<file path="src/rtl/mac_dot_array.sv">
// mac_dot_array
// Multi-lane streaming multiply-accumulate engine for dot-product layers.
// Each lane multiplies its operand pair every accepted beat and accumulates
// the full-precision product into a wide two's-complement accumulator. On
// the last beat of a vector, each lane's sum is shifted with round-half-up,
// then saturated or truncated to OUT_WIDTH, and presented on the output.
//
// Ports:
//   CLK           clock, rising edge
//   RESETN        asynchronous active-low reset
//   in_valid      input beat valid
//   in_ready      input beat accepted when in_valid && in_ready
//   in_last       final beat of the current vector
//   in_a, in_b    packed per-lane operands, lane i at [i*W +: W]
//   out_valid     result valid
//   out_ready     result consumed when out_valid && out_ready
//   out_data      packed per-lane results, lane i at [i*OUT_WIDTH +: OUT_WIDTH]
//   out_overflow  per-lane flag: result clamped, or truncation changed it
//
// Pipeline: S1 operand register -> S2 product register -> S3 accumulator
// register -> output register. One global enable stalls every stage while
// a result sits unconsumed.
module mac_dot_array #(
   parameter int LANES     = 4,
   parameter int A_WIDTH   = 8,
   parameter int B_WIDTH   = 8,
   parameter int A_SIGNED  = 1,
   parameter int B_SIGNED  = 1,
   parameter int ACC_WIDTH = 32,
   parameter int OUT_WIDTH = 16,
   parameter int SHIFT     = 0,
   parameter int SATURATE  = 1
) (
   input  logic                         CLK,
   input  logic                         RESETN,
   input  logic                         in_valid,
   output logic                         in_ready,
   input  logic                         in_last,
   input  logic [LANES*A_WIDTH-1:0]     in_a,
   input  logic [LANES*B_WIDTH-1:0]     in_b,
   output logic                         out_valid,
   input  logic                         out_ready,
   output logic [LANES*OUT_WIDTH-1:0]   out_data,
   output logic [LANES-1:0]             out_overflow
);

   localparam int PW = A_WIDTH + B_WIDTH;
   // Two guard bits: one for the rounding add, one so the unsigned limit
   // 2^OUT_WIDTH-1 stays positive when OUT_WIDTH == ACC_WIDTH.
   localparam int RW = ACC_WIDTH + 2;
   localparam bit RES_SIGNED = (A_SIGNED != 0) || (B_SIGNED != 0);

   localparam logic signed [RW-1:0] ONE   = {{(RW-1){1'b0}}, 1'b1};
   localparam logic signed [RW-1:0] RND   = (ONE <<< SHIFT) >>> 1;
   localparam logic signed [RW-1:0] MAX_V = RES_SIGNED ? (ONE <<< (OUT_WIDTH-1)) - ONE
                                                       : (ONE <<< OUT_WIDTH) - ONE;
   localparam logic signed [RW-1:0] MIN_V = RES_SIGNED ? -(ONE <<< (OUT_WIDTH-1))
                                                       : {RW{1'b0}};

   logic w_en;

   logic                       r_v1;
   logic                       r_last1;
   logic [LANES*A_WIDTH-1:0]   r_a1;
   logic [LANES*B_WIDTH-1:0]   r_b1;

   logic                       r_v2;
   logic                       r_last2;
   logic [PW-1:0]              r_p [LANES];

   logic                       r_v3;
   logic                       r_last3;
   logic                       r_first;
   logic [ACC_WIDTH-1:0]       r_acc [LANES];

   logic                       r_out_valid;
   logic [LANES*OUT_WIDTH-1:0] r_out_data;
   logic [LANES-1:0]           r_out_ovf;

   logic signed [PW-1:0]       w_ax [LANES];
   logic signed [PW-1:0]       w_bx [LANES];
   logic [PW-1:0]              w_p [LANES];
   logic [ACC_WIDTH-1:0]       w_pext [LANES];
   logic [ACC_WIDTH-1:0]       w_acc_new [LANES];
   logic signed [RW-1:0]       w_ext [LANES];
   logic signed [RW-1:0]       w_r [LANES];
   logic signed [RW-1:0]       w_back [LANES];
   logic [OUT_WIDTH-1:0]       w_trunc [LANES];
   logic [LANES*OUT_WIDTH-1:0] w_data;
   logic [LANES-1:0]           w_ovf;

   // A held result freezes the whole pipeline, including input acceptance.
   assign w_en         = !(r_out_valid && !out_ready);
   assign in_ready     = w_en;
   assign out_valid    = r_out_valid;
   assign out_data     = r_out_data;
   assign out_overflow = r_out_ovf;

   // S1: operand capture
   always_ff @(posedge CLK or negedge RESETN) begin
      if (!RESETN) begin
         r_v1    <= 1'b0;
         r_last1 <= 1'b0;
         r_a1    <= '0;
         r_b1    <= '0;
      end else if (w_en) begin
         r_v1    <= in_valid;
         r_last1 <= in_valid && in_last;
         if (in_valid) begin
            r_a1 <= in_a;
            r_b1 <= in_b;
         end
      end
   end

   // Operands extended to PW bits; the product always fits in PW bits, so
   // a PW-wide multiply gives the exact full-precision result.
   always_comb begin
      for (int i = 0; i < LANES; i++) begin
         w_ax[i] = PW'($signed({(A_SIGNED != 0) && r_a1[i*A_WIDTH + A_WIDTH-1],
                                r_a1[i*A_WIDTH +: A_WIDTH]}));
         w_bx[i] = PW'($signed({(B_SIGNED != 0) && r_b1[i*B_WIDTH + B_WIDTH-1],
                                r_b1[i*B_WIDTH +: B_WIDTH]}));
         w_p[i]  = w_ax[i] * w_bx[i];
      end
   end

   // S2: product register
   always_ff @(posedge CLK or negedge RESETN) begin
      if (!RESETN) begin
         r_v2    <= 1'b0;
         r_last2 <= 1'b0;
         for (int i = 0; i < LANES; i++) r_p[i] <= '0;
      end else if (w_en) begin
         r_v2    <= r_v1;
         r_last2 <= r_last1;
         for (int i = 0; i < LANES; i++) r_p[i] <= w_p[i];
      end
   end

   always_comb begin
      for (int i = 0; i < LANES; i++) begin
         if (RES_SIGNED) w_pext[i] = ACC_WIDTH'($signed(r_p[i]));
         else            w_pext[i] = ACC_WIDTH'(r_p[i]);
         w_acc_new[i] = (r_first ? '0 : r_acc[i]) + w_pext[i];
      end
   end

   // S3: accumulate; r_first restarts the sum after every last beat
   always_ff @(posedge CLK or negedge RESETN) begin
      if (!RESETN) begin
         r_v3    <= 1'b0;
         r_last3 <= 1'b0;
         r_first <= 1'b1;
         for (int i = 0; i < LANES; i++) r_acc[i] <= '0;
      end else if (w_en) begin
         r_v3    <= r_v2;
         r_last3 <= r_v2 && r_last2;
         if (r_v2) begin
            r_first <= r_last2;
            for (int i = 0; i < LANES; i++) r_acc[i] <= w_acc_new[i];
         end
      end
   end

   // Output scaling: round-half-up shift, then clamp or truncate
   always_comb begin
      w_data = '0;
      w_ovf  = '0;
      for (int i = 0; i < LANES; i++) begin
         if (RES_SIGNED) w_ext[i] = RW'($signed(r_acc[i]));
         else            w_ext[i] = RW'(r_acc[i]);
         w_r[i]     = (w_ext[i] + RND) >>> SHIFT;
         w_trunc[i] = w_r[i][OUT_WIDTH-1:0];
         if (RES_SIGNED) w_back[i] = RW'($signed(w_trunc[i]));
         else            w_back[i] = RW'(w_trunc[i]);
         if (SATURATE != 0) begin
            if (w_r[i] > MAX_V) begin
               w_data[i*OUT_WIDTH +: OUT_WIDTH] = MAX_V[OUT_WIDTH-1:0];
               w_ovf[i] = 1'b1;
            end else if (w_r[i] < MIN_V) begin
               w_data[i*OUT_WIDTH +: OUT_WIDTH] = MIN_V[OUT_WIDTH-1:0];
               w_ovf[i] = 1'b1;
            end else begin
               w_data[i*OUT_WIDTH +: OUT_WIDTH] = w_trunc[i];
            end
         end else begin
            w_data[i*OUT_WIDTH +: OUT_WIDTH] = w_trunc[i];
            w_ovf[i] = (w_back[i] != w_r[i]);
         end
      end
   end

   // Output register: with en high any shown result is being consumed, so a
   // new result may replace it on the same edge.
   always_ff @(posedge CLK or negedge RESETN) begin
      if (!RESETN) begin
         r_out_valid <= 1'b0;
         r_out_data  <= '0;
         r_out_ovf   <= '0;
      end else if (w_en) begin
         r_out_valid <= r_v3 && r_last3;
         if (r_v3 && r_last3) begin
            r_out_data <= w_data;
            r_out_ovf  <= w_ovf;
         end
      end
   end

endmodule

</file>
<file path="config.mk">
export PLATFORM = sky130hd
export DESIGN_NAME = mac_dot_array
export DESIGN_NICKNAME = d
export VERILOG_FILES = /design/src/rtl/mac_dot_array.sv
export SDC_FILE = /design/constraint.sdc
export NUM_CORES = 2
export LEC_CHECK = 0
export ABC_AREA = 0
export ABC_CLOCK_PERIOD_IN_PS = 10500
export BUFFER_PORTS_ARGS = -buffer_cell sky130_fd_sc_hd__buf_2
export CORE_MARGIN = 1.5
export CORE_UTILIZATION = 25
export CTS_CLUSTER_SIZE = 14
export DETAILED_ROUTE_END_ITERATION = 10
export SYNTH_ARGS = -nofsm -noshare
export SYNTH_HDL_FRONTEND = slang
export SYNTH_SLANG_ARGS = --single-unit
</file>
<file path="constraint.sdc">
create_clock -name CLK -period 10.5 [get_ports CLK]
set_clock_uncertainty 0.1 [all_clocks]
set_input_delay 1.05 -clock CLK [delete_from_list [all_inputs] [get_ports CLK]]
set_output_delay 1.05 -clock CLK [all_outputs]
set_load 0.01 [all_outputs]
</file>
==> summary.txt <==
Placed design
  – Port Buffers: 138
  – Detailed placement HPWL: 52,100 um
  – Final Wtd Congestion: 0.855

Synthesis
  – Syn nets: 3,764
  – Register area share after synthesis: 28.6%
  – Ys async rst share: 100%
  – Synth unique cells: 76
  – Ys flop type: dfrtp_1
  – Flops & latches, synth: 332
  – Number of flops mapped to enable cells by yosys: 0
  – Instance count of the mapped netlist: 3,231
  – Synth warn: 0
  – Cell Area, Synth: 29,000 um^2
  – Mean Syn Cell Area: 8.98 um^2

Critical path
  – Crit Path Max Fanout: 9
  – Worst EP arrival: 5.46 ns
  – Worst Setup SP: r_a1[3]
  – Worst Path Required: 10.88 ns
  – WP buf/inv: 4
  – Critical R2R Launch: r_a1[3]
  – CP startpoint kind: flop
  – CP max-delay cell: fa_1
  – Crit-path max cell delay: 0.55 ns
  – Crit Path Class: reg -> reg
  – Top Family by Delay on Critical Path: adder cells
  – Crit path capture type: flop
  – Worst-path cell chain: and2_1 -> fa_1 -> inv_1 -> fa_1 -> inv_1 -> fa_1 -> inv_1 -> fa_1 -> inv_1 -> ha_1 -> o21ai_0 -> a21boi_0 -> o21ai_0 -> a21boi_0 -> o21ai_0 -> a21boi_0 -> o21ai_0 -> and3_1 -> o31ai_1

Detailed routing
  – Total number of vias: 21,400
  – Pre-antenna DRT Iters: 5
  – Total wire length: 67,600 um
  – Vias per inst: 4.38
  – WL per Instance: 13.9 um
  – Drt drc: 0
  – Final ANT Viol Nets: 0
  – 1st-iter DRT viols: 1,062

STA
  – Final setup TNS: 0 ns
  – Worst Hold Slack: 0.355 ns
  – Period utilization: 48.4%
  – # setup viols final: 0
  – Min Tclk post-route: 5.08 ns
  – Final number of max-transition violations: 0
  – Worst slew margin: 26.8%
  – Max Fclk: 0.197 GHz
  – RSZ-0062 raised after global routing: false
  – Least-Margin Pin Slew: 1.09 ns
  – Final hold violations: 0

Layout
  – Area growth, synth to finish: 13.0%
  – Final net count: 3,866
  – Share of cells above drive strength 1: 9.46%
  – Ant diodes: 0

Global routing
  – GRT Overall Usage: 11.7%
  – Vias in the first global route: 21,900
  – Initial antenna violation count: 11
  – First-pass GRT wire length: 114,000 um
  – Pin count of the biggest net entering global routing: 143
  – Grt ovf: 0

Clocking
  – Clock sink count: 332
  – Reg clk slew, reported paths: 0.07 ns
  – TritonCTS clock tree: done
  – Hold-fix buffers, CTS: 0
  – Max Root-Sink Buffers: 3
  – Post-CTS Setup Bufs: 0
  – CTS resizes: 0
  – Clk root buf: clkbuf_16
  – Clk Latency, worst-skew pair: 0.58 ns
  – CTS Buf Count: 40
  – Htree depth: 2

Min path
  – Hold crit path type: in -> async

Run status
  – Status: complete, no violations

Floorplanning
  – Die height: 344 um
  – Die Area: 118,000 um^2
  – Starting Density: 25.3%
  – I/O pins: 139
  – Area of the core: 115,000 um^2
  – Rows: 124
  – Die Span X: 344 um

Flow run
  – Max-cap viol count: 0
-- synth_stat cells, drive strengths merged (12+ instances only) --
master / count / area, um^2
mux2: 70 / 788
nand3: 27 / 140
and2: 174 / 1090
o31ai: 29 / 218
a21o: 50 / 375
nand4: 26 / 163
nor2: 126 / 473
inv: 399 / 1500
dfrtp: 331 / 8280
nor4: 18 / 113
a21boi: 20 / 150
a21oi: 143 / 716
o21a: 15 / 113
xor2: 66 / 586
nand2b: 31 / 194
nor2b: 148 / 926
nor3: 18 / 95.1
a31oi: 15 / 124
o21ai: 305 / 1540
o21bai: 14 / 105
xnor2: 91 / 797
fa: 224 / 4480
clkbuf: 91 / 342
and3: 15 / 95.1
nand2: 435 / 1630
ha: 240 / 3000
o41ai: 13 / 133
a211oi: 12 / 90.1
-- sequential cells by signal, summed over array words and instances (netlist names) --
| name | count |
|---|---|
| r_last3 | 1 |
| out_overflow | 4 |
| r_v2 | 1 |
| r_p | 64 |
| r_first | 1 |
| r_v1 | 1 |
| out_valid | 1 |
| out_data | 64 |
| r_acc | 128 |
| r_a1 | 32 |
| r_last1 | 1 |
| r_v3 | 1 |
| r_last2 | 1 |
| r_b1 | 32 |
-- layer usage --
metal  track usage [%]  routed length [um]  share of wire (%)
met1              16.2               33200                 49
met2              19.0               30300                 45
met3              2.13                2740                4.1
met4              2.65                1240                1.8
met5                 0                 114               0.17
-- path summary, 6_finish.rpt --
path	cells past startpoint	slack (ns)	end
worst min register to register	2	0.36	r_v2
max in group asynchronous	2	8.62	r_p[8]
worst min-delay path	1	0.36	r_a1[30]
worst max register to register	19	5.42	r_p[62]
min in group CLK	2	0.36	r_v2
worst max-delay path	19	5.42	r_p[62]
-- placed cells by master, fill, tap and decap left out, types with 9 or more instances in the layout --
cell type / instances
mux2_2: 70
nor2b_1: 147
a21oi_1: 143
nor3_1: 17
nand3_1: 25
and3_1: 14
xnor2_1: 91
buf_2: 137
buf_4: 17
nand4_1: 26
a21o_1: 50
nand2_1: 433
o21ai_0: 293
clkbuf_16: 40
a21boi_0: 18
a211oi_1: 12
clkinv_2: 9
inv_1: 398
a31oi_1: 13
ha_1: 240
o31ai_1: 29
dfrtp_1: 331
fa_1: 224
nor2_1: 125
nand2b_1: 31
o211ai_1: 9
o21bai_1: 14
and2_1: 174
o41ai_1: 9
xor2_1: 65
o21a_1: 15
nor4_1: 18
-- cell type report --
cell class / count / area (um^2)
Tap cell: 1512 / 1890
Timing Repair Buffer: 156 / 848
Sequential cell: 332 / 8310
Clock buffer: 48 / 1070
Multi-Input combinational cell: 2404 / 18900
Clock inverter: 21 / 264
Inverter: 399 / 1500
Fill cell: 12000 / 81900
-- metrics by stage --
step | instances | utilization [%] | worst slack (ns) | area (um^2)
2_1_floorplan | 3231 | - | 5.77 | 29000
3_3_place_gp | 4803 | 27.4 | 5.56 | 31500
3_5_place_dp | 4803 | 27.4 | 5.41 | 31500
4_1_cts | 4872 | 28.6 | 5.39 | 32800
5_1_grt | 4872 | 28.6 | 4.96 | 32800
6_report | 4872 | 28.6 | 5.42 | 32800
-- logic make-up (layout without fill, tap and decap cells) --
| kind of cell | after synthesis | after routing | synth area share, % |
|---|---|---|---|
| and+or+nand+nor | 1041 | 1041 | 17.6 |
| DFF | 332 | 332 | 28.6 |
| muxes | 71 | 71 | 2.75 |
| xor gates and xnor gates | 157 | 157 | 4.77 |
| AOI/OAI and AO/OA | 671 | 671 | 14.1 |
| buffers and inverters | 495 | 624 | 6.41 |
| adders and majority gates | 464 | 464 | 25.8 |
Power is not shown: default switching activity piles up to over one toggle a cycle in this logic, so the estimate is an artifact.
